File: src/rtl/color_matrix_pipe.sv
// 3x3 colour matrix, four register stages: input, products, row sums with offset/rounding, shift/saturate.
// Coefficients are double-buffered; the shadow bank reaches the active bank only between frames.
module color_matrix_pipe #(
    parameter int width     = 320,
    parameter int height    = 240,
    parameter int frameSize = width * height,
    parameter int IN_W      = 8,
    parameter int COEF_W    = 18,
    parameter int FRAC      = 17,
    parameter int OUT_W     = 18,
    parameter int OUT_FRAC  = 9
) (
    input  logic                    clk,
    input  logic                    reset,
    input  logic                    iValid,
    input  logic [IN_W-1:0]         iX,
    input  logic [IN_W-1:0]         iY,
    input  logic [IN_W-1:0]         iZ,
    input  logic                    iCoefWe,
    input  logic [3:0]              iCoefAddr,
    input  logic [COEF_W-1:0]       iCoefData,
    input  logic                    iCoefApply,
    output logic signed [OUT_W-1:0] oA,
    output logic signed [OUT_W-1:0] oB,
    output logic signed [OUT_W-1:0] oC,
    output logic                    oValid,
    output logic                    oDone,
    output logic                    oCoefPending
);
    localparam int SH     = FRAC - OUT_FRAC;
    // One extra bank bit so the reset identity (+1.0) is representable; loaded values are sign-extended.
    localparam int BANK_W = COEF_W + 1;
    localparam int PROD_W = IN_W + 1 + COEF_W;
    localparam int SUM_W  = PROD_W + 2;
    localparam int CNT_W  = (frameSize > 1) ? $clog2(frameSize) : 1;

    localparam logic [CNT_W-1:0]         LAST_PIX = CNT_W'(frameSize - 1);
    localparam logic signed [BANK_W-1:0] COEF_ONE = BANK_W'(1'b1) << FRAC;
    localparam logic signed [SUM_W-1:0]  ROUND_C  = SUM_W'(1'b1) << (SH - 1);
    localparam logic signed [OUT_W-1:0]  SAT_MAX  = {1'b0, {(OUT_W-1){1'b1}}};
    localparam logic signed [OUT_W-1:0]  SAT_MIN  = {1'b1, {(OUT_W-1){1'b0}}};

    function automatic logic signed [OUT_W-1:0] shift_sat(input logic signed [SUM_W-1:0] sum);
        logic signed [SUM_W-1:0] shifted;
        logic [SUM_W-OUT_W:0]    top;
        shifted = sum >>> SH;
        top     = shifted[SUM_W-1:OUT_W-1];
        if ((&top) || !(|top)) begin
            shift_sat = shifted[OUT_W-1:0];
        end else if (top[SUM_W-OUT_W]) begin
            shift_sat = SAT_MIN;
        end else begin
            shift_sat = SAT_MAX;
        end
    endfunction

    function automatic logic [CNT_W-1:0] next_cnt(input logic [CNT_W-1:0] cnt);
        if (cnt == LAST_PIX) begin
            next_cnt = '0;
        end else begin
            next_cnt = cnt + CNT_W'(1'b1);
        end
    endfunction

    logic signed [BANK_W-1:0] r_sh_m    [9];
    logic signed [OUT_W-1:0]  r_sh_off  [3];
    logic signed [BANK_W-1:0] r_act_m   [9];
    logic signed [OUT_W-1:0]  r_act_off [3];
    logic                     r_pending;
    logic [CNT_W-1:0]         r_in_cnt;
    logic [CNT_W-1:0]         r_out_cnt;

    logic                     r_s1_valid;
    logic [IN_W-1:0]          r_s1_px   [3];
    logic                     r_s2_valid;
    logic signed [PROD_W-1:0] r_s2_prod [9];
    logic                     r_s3_valid;
    logic signed [SUM_W-1:0]  r_s3_sum  [3];

    logic                     w_transfer;
    logic [1:0]               w_off_idx;
    logic signed [PROD_W-1:0] w_prod    [9];
    logic signed [SUM_W-1:0]  w_sum     [3];

    // Promotion waits for a frame boundary with nothing queued in front of the product stage.
    assign w_transfer   = r_pending && (r_in_cnt == '0) && !iValid && !r_s1_valid;
    assign w_off_idx    = 2'(iCoefAddr - 4'd9);
    assign oCoefPending = r_pending;

    always_ff @(posedge clk) begin
        if (reset) begin
            for (int k = 0; k < 9; k++) begin
                r_sh_m[k] <= ((k % 4) == 0) ? COEF_ONE : '0;
            end
            for (int k = 0; k < 3; k++) begin
                r_sh_off[k] <= '0;
            end
        end else if (iCoefWe) begin
            if (iCoefAddr < 4'd9) begin
                r_sh_m[iCoefAddr] <= BANK_W'($signed(iCoefData));
            end else if (iCoefAddr < 4'd12) begin
                r_sh_off[w_off_idx] <= $signed(iCoefData[OUT_W-1:0]);
            end
        end
    end

    // Active bank copies the pre-write shadow contents when a write lands on the transfer cycle.
    always_ff @(posedge clk) begin
        if (reset) begin
            for (int k = 0; k < 9; k++) begin
                r_act_m[k] <= ((k % 4) == 0) ? COEF_ONE : '0;
            end
            for (int k = 0; k < 3; k++) begin
                r_act_off[k] <= '0;
            end
        end else if (w_transfer) begin
            for (int k = 0; k < 9; k++) begin
                r_act_m[k] <= r_sh_m[k];
            end
            for (int k = 0; k < 3; k++) begin
                r_act_off[k] <= r_sh_off[k];
            end
        end
    end

    always_ff @(posedge clk) begin
        if (reset) begin
            r_pending <= 1'b0;
        end else if (w_transfer) begin
            r_pending <= 1'b0;
        end else if (iCoefApply) begin
            r_pending <= 1'b1;
        end
    end

    always_ff @(posedge clk) begin
        if (reset) begin
            r_in_cnt  <= '0;
            r_out_cnt <= '0;
        end else begin
            if (iValid) begin
                r_in_cnt <= next_cnt(r_in_cnt);
            end
            if (r_s3_valid) begin
                r_out_cnt <= next_cnt(r_out_cnt);
            end
        end
    end

    // Product k = row (k/3) coefficient times input channel (k%3); inputs are zero-extended to signed.
    always_comb begin
        for (int k = 0; k < 9; k++) begin
            w_prod[k] = $signed(PROD_W'(r_s1_px[k % 3])) * PROD_W'(r_act_m[k]);
        end
        for (int r = 0; r < 3; r++) begin
            w_sum[r] = SUM_W'(r_s2_prod[3*r]) + SUM_W'(r_s2_prod[3*r+1]) + SUM_W'(r_s2_prod[3*r+2])
                     + (SUM_W'(r_act_off[r]) <<< SH) + ROUND_C;
        end
    end

    always_ff @(posedge clk) begin
        if (reset) begin
            r_s1_valid <= 1'b0;
            r_s2_valid <= 1'b0;
            r_s3_valid <= 1'b0;
            for (int k = 0; k < 3; k++) begin
                r_s1_px[k]  <= '0;
                r_s3_sum[k] <= '0;
            end
            for (int k = 0; k < 9; k++) begin
                r_s2_prod[k] <= '0;
            end
        end else begin
            r_s1_valid <= iValid;
            r_s1_px[0] <= iX;
            r_s1_px[1] <= iY;
            r_s1_px[2] <= iZ;
            r_s2_valid <= r_s1_valid;
            for (int k = 0; k < 9; k++) begin
                r_s2_prod[k] <= w_prod[k];
            end
            r_s3_valid <= r_s2_valid;
            for (int k = 0; k < 3; k++) begin
                r_s3_sum[k] <= w_sum[k];
            end
        end
    end

    always_ff @(posedge clk) begin
        if (reset) begin
            oA     <= '0;
            oB     <= '0;
            oC     <= '0;
            oValid <= 1'b0;
            oDone  <= 1'b0;
        end else begin
            oA     <= shift_sat(r_s3_sum[0]);
            oB     <= shift_sat(r_s3_sum[1]);
            oC     <= shift_sat(r_s3_sum[2]);
            oValid <= r_s3_valid;
            oDone  <= r_s3_valid && (r_out_cnt == LAST_PIX);
        end
    end

endmodule

File: config.mk
export PLATFORM = sky130hd
export DESIGN_NAME = color_matrix_pipe
export DESIGN_NICKNAME = d
export VERILOG_FILES = /design/src/rtl/color_matrix_pipe.sv
export SDC_FILE = /design/constraint.sdc
export NUM_CORES = 2
export LEC_CHECK = 0
export ABC_CLOCK_PERIOD_IN_PS = 6800
export BUFFER_PORTS_ARGS = -buffer_cell sky130_fd_sc_hd__buf_2
export CORE_MARGIN = 2
export CORE_UTILIZATION = 55
export DETAILED_ROUTE_END_ITERATION = 12
export GPL_TIMING_DRIVEN = 1
export PLACE_DENSITY_LB_ADDON = 0.3
export REMOVE_ABC_BUFFERS = 1
export SLEW_MARGIN = 0
export SYNTH_ARGS = -nofsm -noshare
export SYNTH_HDL_FRONTEND = slang
export SYNTH_SLANG_ARGS = --single-unit
File: constraint.sdc
create_clock -name clk -period 6.8 [get_ports clk]
set_input_delay 0.34 -clock clk [delete_from_list [all_inputs] [get_ports clk]]
set_output_delay 0.34 -clock clk [all_outputs]
set_load 0.01 [all_outputs]
==> results.ini <==
[finish]
areaGrowthSynthToFinish_pct = 7.418
drive_above_1_share = 0.04789
final_cell_mix = inv_1 (1523), and2_1 (1181), fa_1 (1176), nand2_1 (725), ha_1 (582)
final_nets = 10160
final_common_cell = inv_1
fillers = 12390
design_area_um2 = 88020

[logic_synthesis]
netlist_instances = 8371
ys_seq_area_frac = 0.2641
synth_top_family_by_area = adder cells
synth-xor-area-share = 0.02587
synth_area_um2 = 81940
synthAdderAreaFrac = 0.3762
synth-edff-count = 438
yosys_warnings = 0
async_reset_ff_frac = 0
yosys.area_share.simple = 0.1770
dominantRegCellSynth = edfxtp_1
ys_types = 77
ys_seq_elements = 862
syn_area_per_cell_um2 = 9.789
synth_compound_area_frac = 0.06882
synthMuxAreaShare = 0.003665

[routing]
drt_iter0_drc = 3921
wl_per_cell_um = 18.90
drcViolationCount = 0
vias = 56770
post_drt_via_cell_ratio = 5.458
dr.pass1.iters = 6
wl_um = 196600
ant_nets = 0

[critical_path]
worst-path-buf-inv = 3
start_kind = flip-flop
slowest_stage = dfxtp_2
arrival_ns = 6.63
crit_chain = nand2_1 > fa_1 > inv_1 > ha_1 > ha_1 > inv_1 > fa_1 > inv_1 > ha_1 > fa_1 > a211oi_1 > o21ai_1 > a2111oi_0 > o2111ai_1 > nand4_1 > a21oi_1 > nor3_1
crit_fanout = 45
critPathTopFamily = adder cells
path_class = flip-flop to flip-flop
setup.worst_path.end_class = flip-flop
worstPathRequired_ns = 7.43
slowest_delay_ns = 1.01

[sta]
rsz0062_at_grt = no
finalSetupViolations = 0
tightest_slew_ns = 1.176
final_hold_viol_count = 0
fin_crit_ns = 5.996
drv_slew = 0
final.period_utilization = 0.8817
maxSlewHeadroom = 0.2163
timing.hold.ws_ns = 0.2086
tns_ns = 0
skew_ns = 0.04186
clock.fmax_ghz = 0.1668

[clocking]
clk_pin_slew_ns = 0.06
cts.path.max_buffers = 3
cts_tree = done
cts_max_level = 3
numCtsBuffers = 98
cts_root_buf = clkbuf_16
clkSinkCount = 862
cts_resized = 0
clock_latency_ns = 0.74

[flow_run]
drv_cap = 0

[global_route]
overflow = 0
grt_pass1_wl_um = 317200
grt_pass1_vias = 59430
antenna_found_initial = 24
grt_max_degree = 220
grt_use_total = 0.2659

[floorplan]
die_x_um = 390.0
rows = 141
pin_count = 108
start_util = 0.5543
die-area_um2 = 152100
core_um2 = 147800
die_h_um = 390.0

[pwr]
power_density_nw_per_um2 = 270.0
ir_worst_vdd_v = 0.0004098
power.leakage_nw = 42.99
p_total_w = 0.02377

[min_path]
hold_class = primary input to flip-flop

[place]
placed_area_um2 = 84280
port_buffers = 107
dp_hpwl_um = 146200
routabilityCongestion = 0.9262

[run_status]
status = finished, final reports clean

[final cells by class]
cell class              instances  area (µm²)  area share
multi-input cells            5667       53420      0.6069
flip-flops and latches        862       21660      0.2461
inverters                    1523        5717     0.06495
clock buffers                 136        2845     0.03232
well taps                    1930        2415     0.02743
repair buffers                198        1349     0.01532
clock inverters                50       528.0    0.005999
diodes                         35       87.58   0.0009950
[what timing repair did]
action | in CTS | in global routing
endpoints found under the hold margin | 34 | 0
hold buffers | 28 | 0
setup buffers | 0 | 0
endpoints found under the setup margin | 0 | 0
[per-stage QoR]
step | setup WS, ns | util | instances
floorplan | 0.5065 | - | 8052
global placement | 1.085 | 0.5701 | 10150
detailed placement | 0.9813 | 0.5701 | 10150
CTS | 0.9362 | 0.5948 | 10370
global route | 0.5205 | 0.5948 | 10370
finish | 0.8042 | 0.5954 | 10400
[synthesized netlist by cell type, drive strengths merged, types with 18 or more instances]
cell type | number | area share
clkbuf | 310 | 0.014
ha | 582 | 0.089
a21oi | 283 | 0.017
o21a | 22 | 0.0020
edfxtp | 438 | 0.16
xnor2 | 138 | 0.015
or3 | 25 | 0.0019
mux2 | 24 | 0.0033
nor3b | 22 | 0.0020
nand3 | 61 | 0.0037
inv | 1523 | 0.070
and4 | 18 | 0.0019
or2 | 28 | 0.0021
o21bai | 30 | 0.0027
nand2 | 725 | 0.033
nor2b | 112 | 0.0086
o21ai | 174 | 0.011
a31oi | 36 | 0.0027
and2 | 1182 | 0.090
a21o | 141 | 0.013
nor3 | 76 | 0.0046
nand2b | 30 | 0.0023
a211oi | 48 | 0.0044
nor2 | 358 | 0.016
nand4 | 34 | 0.0026
xor2 | 104 | 0.011
fa | 1176 | 0.29
and3 | 37 | 0.0028
dfxtp | 424 | 0.10
o211ai | 25 | 0.0023
[sequential cells by signal, summed over array words and instances, names as in the netlist]
signal / cells
oCoefPending: 1
oC: 18
oA: 18
r_out_cnt: 17
oB: 18
r_s2_valid: 1
r_s1_valid: 1
r_s1_px: 24
oDone: 1
r_sh_m: 165
r_s3_valid: 1
oValid: 1
r_act_off: 54
r_sh_off: 54
r_act_m: 165
r_s3_sum: 63
r_s2_prod: 243
r_in_cnt: 17
[worst paths after layout]
check        slack (ns)  cells after the start                        from                           to
max reg2reg        0.80                     17    r_s1_px[0][8]$_SDFF_PP0_  r_s2_prod[0][53]$_SDFF_PP0_
max                0.80                     17    r_s1_px[0][8]$_SDFF_PP0_  r_s2_prod[0][53]$_SDFF_PP0_
min reg2reg        0.46                      2  r_s3_sum[0][74]$_SDFF_PP0_             oC[8]$_SDFF_PP0_
min                0.21                      4                iCoefAddr[1]  r_sh_m[8][17]$_SDFFCE_PN1P_
[logic make-up after synthesis]
group                    count (synthesis)
AND/OR/NAND/NOR                       2754
buffers and inverters                 1842
adder cells (fa/ha/maj)               1758
AO/OA/AOI/OAI                          886
flip-flops                             862
XOR/XNOR                               242
multiplexers                            27
[routing by layer]
layer,vias up,global-route usage,part of all wire
met3,345,0.05237,0.079
met4,8,0.08024,0.030
met2,1919,0.4496,0.49
li1,26170,-,-
met5,-,0,0.00024
met1,28330,0.3460,0.41
[power breakdown]
part           total [W]  internal, W  switching [W]
clock            0.00551      0.00313        0.00238
combinational     0.0112      0.00465        0.00650
sequential       0.00710      0.00635       0.000749
total             0.0238       0.0141        0.00963
[worst register-to-register path: stages, from the launching register on]
cell and delay, ns:
dfxtp_2 1.01, nand2_1 0.26, fa_1 0.58, inv_1 0.04, ha_1 0.26, ha_1 0.27, inv_1 0.05, fa_1 0.47
inv_1 0.04, ha_1 0.24, fa_1 0.50, a211oi_1 0.39, o21ai_1 0.17, a2111oi_0 0.87, o2111ai_1 0.30, nand4_1 0.18
a21oi_1 0.08, nor3_1 0.19
No activity file was read; power rests on OpenSTA's default activity.
